`config.mk`:
```
export PLATFORM = sky130hd
export DESIGN_NAME = uart_word_assembler
export DESIGN_NICKNAME = d
export VERILOG_FILES = /design/src/rtl/uart_word_assembler_pkg.sv /design/src/rtl/uart_word_fifo.sv /design/src/rtl/uart_word_assembler.sv
export SDC_FILE = /design/constraint.sdc
export NUM_CORES = 1
export LEC_CHECK = 0
export ABC_AREA = 1
export CORE_MARGIN = 2
export CORE_UTILIZATION = 55
export DETAILED_ROUTE_END_ITERATION = 12
export PLACE_DENSITY = 0.84
export SLEW_MARGIN = 20
export SYNTH_ARGS = -nofsm -noshare
export SYNTH_HDL_FRONTEND = slang
export SYNTH_HIERARCHICAL = 1
export SYNTH_SLANG_ARGS = --single-unit
```
`constraint.sdc`:
```
create_clock -name clk -period 1.9 [get_ports clk]
set_input_delay 0.38 -clock clk [delete_from_list [all_inputs] [get_ports clk]]
set_output_delay 0.38 -clock clk [all_outputs]
set_load 0.005 [all_outputs]
```
`src/rtl/uart_word_assembler_pkg.sv`:
```
// Shared defaults for the UART word assembler and its uart_rx neighbours.
package uart_word_assembler_pkg;

  localparam int DEF_BYTE_BITS    = 8;
  localparam int DEF_WORD_BYTES   = 4;
  localparam int DEF_WORD_BITS    = DEF_WORD_BYTES * DEF_BYTE_BITS;
  localparam int DEF_TIMEOUT_CLKS = 20000;
  localparam int DEF_FIFO_DEPTH   = 4;

  // Width of a counter that must hold values 0..n-1 (at least 1 bit).
  function automatic int cnt_w(input int n);
    return (n > 2) ? $clog2(n) : 1;
  endfunction

endpackage

```
`src/rtl/uart_word_fifo.sv`:
```
// Generic synchronous FIFO. A push into a full FIFO succeeds only when a pop
// happens in the same cycle; otherwise the push is ignored.
module uart_word_fifo #(
  parameter int WIDTH = 32,
  parameter int DEPTH = 4
) (
  input  logic                       clk,
  input  logic                       reset,
  input  logic                       push,
  input  logic [WIDTH-1:0]           push_data,
  input  logic                       pop,
  output logic [WIDTH-1:0]           head,
  output logic [$clog2(DEPTH):0]     level,
  output logic                       full,
  output logic                       empty
);

  localparam int AW = $clog2(DEPTH);

  logic [DEPTH-1:0][WIDTH-1:0] mem;
  logic [AW-1:0]               wr_ptr, rd_ptr;
  logic                        do_push, do_pop;

  assign empty   = (level == '0);
  assign full    = (level == (AW+1)'(DEPTH));
  assign do_pop  = pop && !empty;
  assign do_push = push && (!full || do_pop);
  assign head    = mem[rd_ptr];

  // Storage, pointers and level; storage is cleared so the head reads 0 after reset.
  always_ff @(posedge clk) begin
    if (reset) begin
      mem    <= '0;
      wr_ptr <= '0;
      rd_ptr <= '0;
      level  <= '0;
    end else begin
      if (do_push) begin
        mem[wr_ptr] <= push_data;
        wr_ptr      <= wr_ptr + 1'b1;
      end
      if (do_pop)
        rd_ptr <= rd_ptr + 1'b1;
      case ({do_push, do_pop})
        2'b10:   level <= level + 1'b1;
        2'b01:   level <= level - 1'b1;
        default: level <= level;
      endcase
    end
  end

endmodule

```
`src/rtl/uart_word_assembler.sv`:
```
// Packs consecutive UART bytes (first byte in the LSBs) into words, buffers
// them in a small FIFO and drops stale partial words after an idle timeout.
module uart_word_assembler
  import uart_word_assembler_pkg::*;
#(
  parameter int BYTE_BITS    = DEF_BYTE_BITS,
  parameter int WORD_BYTES   = DEF_WORD_BYTES,
  parameter int TIMEOUT_CLKS = DEF_TIMEOUT_CLKS,
  parameter int FIFO_DEPTH   = DEF_FIFO_DEPTH
) (
  input  logic                              clk,
  input  logic                              reset,
  input  logic                              in_valid,
  input  logic [BYTE_BITS-1:0]              in_data,
  output logic                              out_valid,
  input  logic                              out_ready,
  output logic [WORD_BYTES*BYTE_BITS-1:0]   out_data,
  output logic [$clog2(FIFO_DEPTH):0]       fill_level,
  output logic                              overflow,
  output logic                              partial_drop
);

  localparam int IW = cnt_w(WORD_BYTES);
  localparam int TW = cnt_w(TIMEOUT_CLKS);

  logic [WORD_BYTES-1:0][BYTE_BITS-1:0] asm_q;
  logic [WORD_BYTES-1:0][BYTE_BITS-1:0] word;
  logic [IW-1:0]                        idx;
  logic [TW-1:0]                        tcnt;
  logic                                 complete, timeout, pop, full, empty;

  assign complete  = in_valid && (idx == IW'(WORD_BYTES-1));
  // A byte in the same cycle always wins over the timeout.
  assign timeout   = !in_valid && (idx != '0) && (tcnt == TW'(TIMEOUT_CLKS-1));
  assign out_valid = !empty;
  assign pop       = out_valid && out_ready;

  // Word as it will look with the current byte merged into its slot; this is
  // what gets pushed when the last byte arrives.
  for (genvar b = 0; b < WORD_BYTES; b++) begin : g_slot
    assign word[b] = (in_valid && idx == IW'(b)) ? in_data : asm_q[b];
  end

  // Byte collector: slot write and index advance / wrap / timeout clear.
  always_ff @(posedge clk) begin
    if (reset) begin
      asm_q <= '0;
      idx   <= '0;
    end else if (in_valid) begin
      asm_q <= word;
      idx   <= complete ? '0 : idx + 1'b1;
    end else if (timeout) begin
      idx <= '0;
    end
  end

  // Inter-byte timeout counter; idle at 0 while no partial word is pending.
  always_ff @(posedge clk) begin
    if (reset || in_valid || timeout || idx == '0)
      tcnt <= '0;
    else
      tcnt <= tcnt + 1'b1;
  end

  // Status: sticky overflow on a dropped word, one-cycle partial drop pulse.
  always_ff @(posedge clk) begin
    if (reset) begin
      overflow     <= 1'b0;
      partial_drop <= 1'b0;
    end else begin
      partial_drop <= timeout;
      if (complete && full && !pop)
        overflow <= 1'b1;
    end
  end

  uart_word_fifo #(
    .WIDTH (WORD_BYTES*BYTE_BITS),
    .DEPTH (FIFO_DEPTH)
  ) u_fifo (
    .clk       (clk),
    .reset     (reset),
    .push      (complete),
    .push_data (word),
    .pop       (pop),
    .head      (out_data),
    .level     (fill_level),
    .full      (full),
    .empty     (empty)
  );

endmodule

```
* Word level (Yosys, flattened, before mapping)
Index checks and enable logic that the tools add are counted.
Widths: inputs -> output; s select.
** Storage, ports and cells
- Bits in registers :: 186
- Bits of input ports :: 12
- Output and inout port bits :: 38
- Word-level logic and storage cells :: 69
** Cells by class
- $add $sub $neg :: 6
- $lt $le $gt $ge :: 3
- Eq/ne operators :: 7
- Muxes and demuxes :: 13
- Reduce and logical (&&, ||, !) cells :: 25
** Operators with widths (count)
- $bwmux 128 :: 1
- $bmux 32 s2 :: 1
- $demux 32 s2 :: 1
- $mux 32 :: 2
- $mux 8 :: 4
- $add 15x1->15 const B :: 1
- $eq 15x15->1 const B :: 1
- $logic_and 1x1->1 :: 12
- $add 2x1->2 const B :: 3
- $eq 2x2->1 const B :: 3
- $lt 2x3->1 const B :: 2
- $mux 2 :: 3
- $pmux 3 s2 :: 1
- $reduce_bool 2->1 :: 3
- $eq 2x1->1 const B :: 2
- $logic_not 1->1 :: 4
- $logic_or 1x1->1 :: 4
- $add 3x1->3 const B :: 1
- $eq 3x3->1 const B :: 1
- $logic_not 3->1 :: 1
- $sub 3x1->3 const B :: 1
- $ge 2x1->1 const B :: 1
- $logic_not 2->1 :: 1

* Logic depth before layout (Yosys ltp)
- Depth in word-level cells :: 8
- Mapped depth :: 13
- Depth with buffers taken out :: 13

* Modules after synthesis
Netlist, hierarchy kept.
** Modules (own cells, without submodules)
- uart_word_fifo :: times used 1, cells each 1217, area an instance 7293.2 um^2, seq. area each 2702.6 um^2
- uart_word_assembler :: times used 1, cells each 355, area an instance 2416.1 um^2, seq. area each 1021.0 um^2

* Least setup slack after synthesis
No wires, ideal clock.
- Path type :: register -> register
- From :: reg u_fifo.level[2]
- To :: reg u_fifo.level[2]
- Setup time :: 115 ps
- Data arrival time :: 1773 ps
- Data required time :: 1785 ps
- Path slack :: 12 ps
- Stages on the path, launching flop included :: 13
- Path buffers :: 0
- Clock period less this slack :: 1888 ps
- Cell sequence :: dfxtp_1 > inv_1 > nand2_1 > inv_1 > nor2_1 > nand2_1 > inv_1 > nand2_1 > fa_1 > inv_1 > nand4_1 > a21oi_1 > nor2_1
** Between the ends
- Word-level cells in the longest chain between the ends :: 8
- Elaborated cells between the ends (all ways) :: 14
- Those cells by class :: add/sub (2); eq/ne (3); mux (1); reduce/logical (8)
** Ends and longest elaborated chain
- start, declared :: line uart_word_fifo.sv:13 : output logic [$clog2(DEPTH):0] level,
- start signal, assigned :: line uart_word_fifo.sv:45 : 2'b10: level <= level + 1'b1;
- start signal, assigned :: line uart_word_fifo.sv:46 : 2'b01: level <= level - 1'b1;
- start signal, assigned :: line uart_word_fifo.sv:47 : default: level <= level;
- $logic_not 3->1 * :: line uart_word_fifo.sv:24 : assign empty = (level == '0);
- via empty :: line uart_word_assembler.sv:30 : logic complete, timeout, pop, full, empty;
- $logic_not 1->1 * :: line uart_word_assembler.sv:35 : assign out_valid = !empty;
- $logic_and 1x1->1 * :: line uart_word_assembler.sv:36 : assign pop = out_valid && out_ready;
- via pop :: line uart_word_assembler.sv:30
- $logic_and 1x1->1 * :: line uart_word_fifo.sv:26 : assign do_pop = pop && !empty;
- $logic_or 1x1->1 :: line uart_word_fifo.sv:27 : assign do_push = push && (!full || do_pop);
- $logic_and 1x1->1 :: line uart_word_fifo.sv:27
- $eq 2x1->1 / $eq 2x2->1 (equally long branches) :: line uart_word_fifo.sv:44 : case ({do_push, do_pop})
- $pmux 3 s2 / $reduce_bool 2->1 (equally long branches)
Mark *: on every way through the listed nets, which the timed path passes. The rest lies on a longest branch.
A chain may end at the register's enable or synchronous reset.

* Worst setup path after layout
- From :: reg u_fifo.rd_ptr[0]
- To :: out out_data[20]
** Between the ends
- Word-level cells in the longest chain between the ends :: 2
** Ends and longest elaborated chain
- start, declared :: line uart_word_fifo.sv:21 : logic [AW-1:0] wr_ptr, rd_ptr;
- start signal, assigned :: line uart_word_fifo.sv:43 : rd_ptr <= rd_ptr + 1'b1;
- $bmux 32 s2 :: line uart_word_fifo.sv:28 : assign head = mem[rd_ptr];
- $mux 32 (not written as such) :: line uart_word_fifo.sv:28
- end, declared :: line uart_word_assembler.sv:17 : output logic [WORD_BYTES*BYTE_BITS-1:0] out_data,
Every way passes these cells. The select of a mux whose other input is x is not followed.

==> results by group <==
Detailed routing
  • Final wirelength: 29500 um
  • Drt first pass iters: 7
  • 1st-iter DRT viols: 1129
  • Drc violations: 0
  • Avg WL per Cell: ~15 um
  • Via-per-instance ratio: 5.11
  • DR vias: 9763
  • Final ANT Viol Nets: 0

Global routing
  • First-pass GRT wire length: 44100 um
  • Initial antenna violation count: 0
  • GRT overflow: 0
  • Largest net degree at the start of global routing: 64
  • Gr usage total: 0.303
  • Vias in the first global route: between 9000 and 10000

STA
  • RSZ-0062 raised after global routing: true
  • Endpoints failing setup: 35
  • Fmax: ~480 MHz
  • Final Hold Viols: 0
  • Tcrit/Tclk final: 1.10
  • Max_slew headroom: 0.656
  • Pins Over Slew Limit: 0
  • Worst setup slack after layout: -188 ps
  • Final Critical Period: between 2000 and 2500 ps
  • Final Skew: about 8.0 ps
  • Measured slew at the worst slew-check pin: around 510 ps

Placement
  • DP HPWL: 14900 um
  • Placed Cells incl. Taps: 1851
  • Placed instance area: between 10000 and 15000 um2
  • Pre-CTS WS: -260 ps
  • RePlAce Congestion: 0.821
  • Buffers added on ports: between 40 and 50

Final layout
  • Fill count: 1251
  • Fin area: 12300 um2
  • Area of the multi-input gates: roughly 4500 um2
  • Non-filler cells in the finished layout: 1910
  • Final core occ: 0.712
  • Layout cell share with drive strength beyond 1: 0.190
  • N_diodes: 0
  • Register Area: 3730 um2
  • Area grow syn2layout: 26.8%
  • Post-layout net count: between 1500 and 2000

Yosys
  • Distinct cells, synth: 30
  • Avg Inst Size Synth: about 6.2 um2
  • Cell Area, Synth: 9710 um2
  • Syn Inst Count: 1572
  • Seq/Total Area, Yosys: 0.384
  • Synth Warn #: 6
  • #FFs+latches synth: roughly 190
  • Syn_nets: about 1600

Power
  • Clock power frac: 0.460
  • Sw Ratio: 0.238
  • Combinational power share: 0.080
  • Reg power frac: 0.460
  • Worst VDD drop: 0.000687 V
  • Internal: 6.59 mW
  • Pwr dens: 703 nW/um2
  • Psw: about 2.1 mW
  • Leak Pwr: 6.15 nW

Setup path
  • CP Class: reg2out
  • Capturing point of the worst reg2reg path: u_fifo/mem[13]
  • CP required: 1520 ps
  • Startpoint Class: flop
  • R2R depth: 10
  • Critical Path End Type: output port
  • Setup slack, reg-to-reg: -40 ps
  • Arrival time of the worst setup path: 1710 ps
  • CP Max Fanout: 8
  • Worst Setup EP: out_data[20]
  • Crit. Startpoint: u_fifo/rd_ptr[0]
  • Critical R2R Launch: idx[1]

Status
  • Status: finished, violations left
  • Failing checks: setup timing

Clocking
  • Clk slew on worst S/H paths: 70 ps
  • Total CTS buffers: 17
  • Longest Clk Path Bufs: 2
  • CTS Sinks: about 190
  • CTS H-tree lvls: 4
  • Root buf cell: clkbuf_16
  • CTS tree: done
  • # hold bufs at CTS: 0
  • Skew-Pair Late Insertion Delay: 440 ps

Floorplanning
  • FP Rows: 48
  • Die area: between 15000 and 20000 um2
  • Initial core utilization: 0.561
  • Core ar.: 17300 um2
  • Die X: 137 um
  • IO Count: 50
  • Chip height: 137 um

Job
  • Max-cap violations: 0

Worst hold path
  • Worst hold path type: reg2reg
  • Hold Path Stages: 1
==> metal layers <==
| layer | GRT usage | wire (um) | vias to the layer above |
|---|---|---|---|
| met4 | 0.149 | 1300 | 0 |
| li1 | - | - | 4724 |
| met2 | 0.510 | 14200 | 514 |
| met5 | 0 | 0 | - |
| met3 | 0.0667 | 2710 | 113 |
| met1 | 0.367 | 11300 | 4412 |
==> critical path, stage by stage (launching register included) <==
cell and delay (ps):
dfxtp_4 400, clkinv_8 100, buf_12 170, buf_12 150
o21ai_4 140, a21oi_2 50, a21oi_1 120, buf_2 130
==> repair_timing <==
action,CTS,global route
setup buffers,12,7
pin swaps,20,16
resized for setup,241,68
gates cloned,10,1
endpoints found under the setup margin,34,46
==> area by class of cell <==
class	count	share of cell area
clock buffer	23	0.0405
clock inverter	9	0.0129
inverter	391	0.121
multi-input combinational	927	0.364
sequential	186	0.303
tap	225	0.0229
timing repair buffer	149	0.135
==> cell usage after synthesis <==
library cell	n	area, um2
nand2_1	471	1770
inv_1	359	1350
nor2_1	197	739
dfxtp_1	186	3720
a21oi_1	103	515
o21ai_0	69	345
clkbuf_1	32	120
inv_2	30	113
buf_6	22	248
nand3_1	16	80.1
nand2_2	12	75.1
buf_2	10	50.1
ha_1	9	113
nand2_4	7	78.8
nand4_1	7	43.8
nor2_4	6	67.6
or2_2	6	37.5
xor2_1	6	52.6
nor2_2	4	25.0
nor3_1	4	20.0
buf_4	3	22.5
nand3_2	3	30.0
or2_0	2	12.5
xnor2_1	2	17.5
a21boi_0	1	7.51
buf_1	1	3.75
clkinv_1	1	3.75
fa_1	1	20.0
inv_6	1	8.76
nand2_8	1	20.0
==> sequential cells by signal (all words and copies together) (netlist names), 2 cells and up <==
signal,cells
u_fifo/mem,128
asm_q,32
tcnt,15
u_fifo/level,3
idx,2
u_fifo/rd_ptr,2
u_fifo/wr_ptr,2
==> cells in the final DEF (no fill, tap or decap), types with 3 or more instances in the layout <==
master / instances
nand2_1: 467
inv_1: 354
nor2_1: 196
dfxtp_1: 181
a21oi_1: 65
buf_4: 49
o21ai_0: 36
inv_2: 33
buf_2: 32
a21oi_2: 32
buf_12: 26
o21ai_2: 19
clkbuf_16: 18
nand3_1: 16
nand2_2: 16
clkdlybuf4s50_1: 16
o21ai_4: 12
buf_6: 10
ha_1: 8
nand2_4: 7
nand4_1: 7
nor2_4: 7
buf_16: 7
buf_8: 7
or2_2: 6
xor2_1: 6
a21oi_4: 6
clkbuf_8: 5
nor2_2: 4
nor3_1: 4
bufinv_16: 4
nand3_2: 3
inv_6: 3
dfxtp_2: 3
==> per-stage QoR <==
| step | TNS (ps) | power (mW) | hold WS [ps] |
|---|---|---|---|
| finish | -4010 | 8.65 | 446 |
| global route | -5700 | 8.86 | 473 |
| CTS | -3070 | 8.58 | 449 |
| detailed placement | -13840 | 4.70 | 438 |
| global placement | -11650 | 4.68 | 428 |
| floorplan | 0 | 4.45 | 418 |
==> cells by family (layout without fill, tap and decap cells) <==
kind of cell               after synthesis  in the layout  share of synthesized area
AOI/OAI and AO/OA                      173            173                     0.0894
xor gates and xnor gates                 8              8                    0.00722
adders and majority gates               10             10                     0.0137
buffers and inverters                  459            572                      0.197
DFF                                    186            186                      0.384
and+or+nand+nor                        736            736                      0.309
==> worst min path at each step <==
stage	start	to	slack [ps]
after CTS	tcnt[0]	tcnt[0]	450
final	tcnt[0]	tcnt[0]	450
after global routing	tcnt[0]	tcnt[0]	470
after floorplan	tcnt[0]	tcnt[0]	420
after detailed placement	tcnt[0]	tcnt[0]	440
after global placement	tcnt[0]	tcnt[0]	430
==> power groups by stage <==
stage | clock (mW) | sequential, mW | combinational (mW)
after floorplan | 0 | 4.06 | 0.388
after global placement | 0 | 4.07 | 0.615
after CTS | 3.96 | 3.98 | 0.637
after global routing | 4.12 | 3.99 | 0.755
after detailed placement | 0 | 4.07 | 0.629
final | 3.98 | 3.98 | 0.692
(Power assumes the default switching activity.)
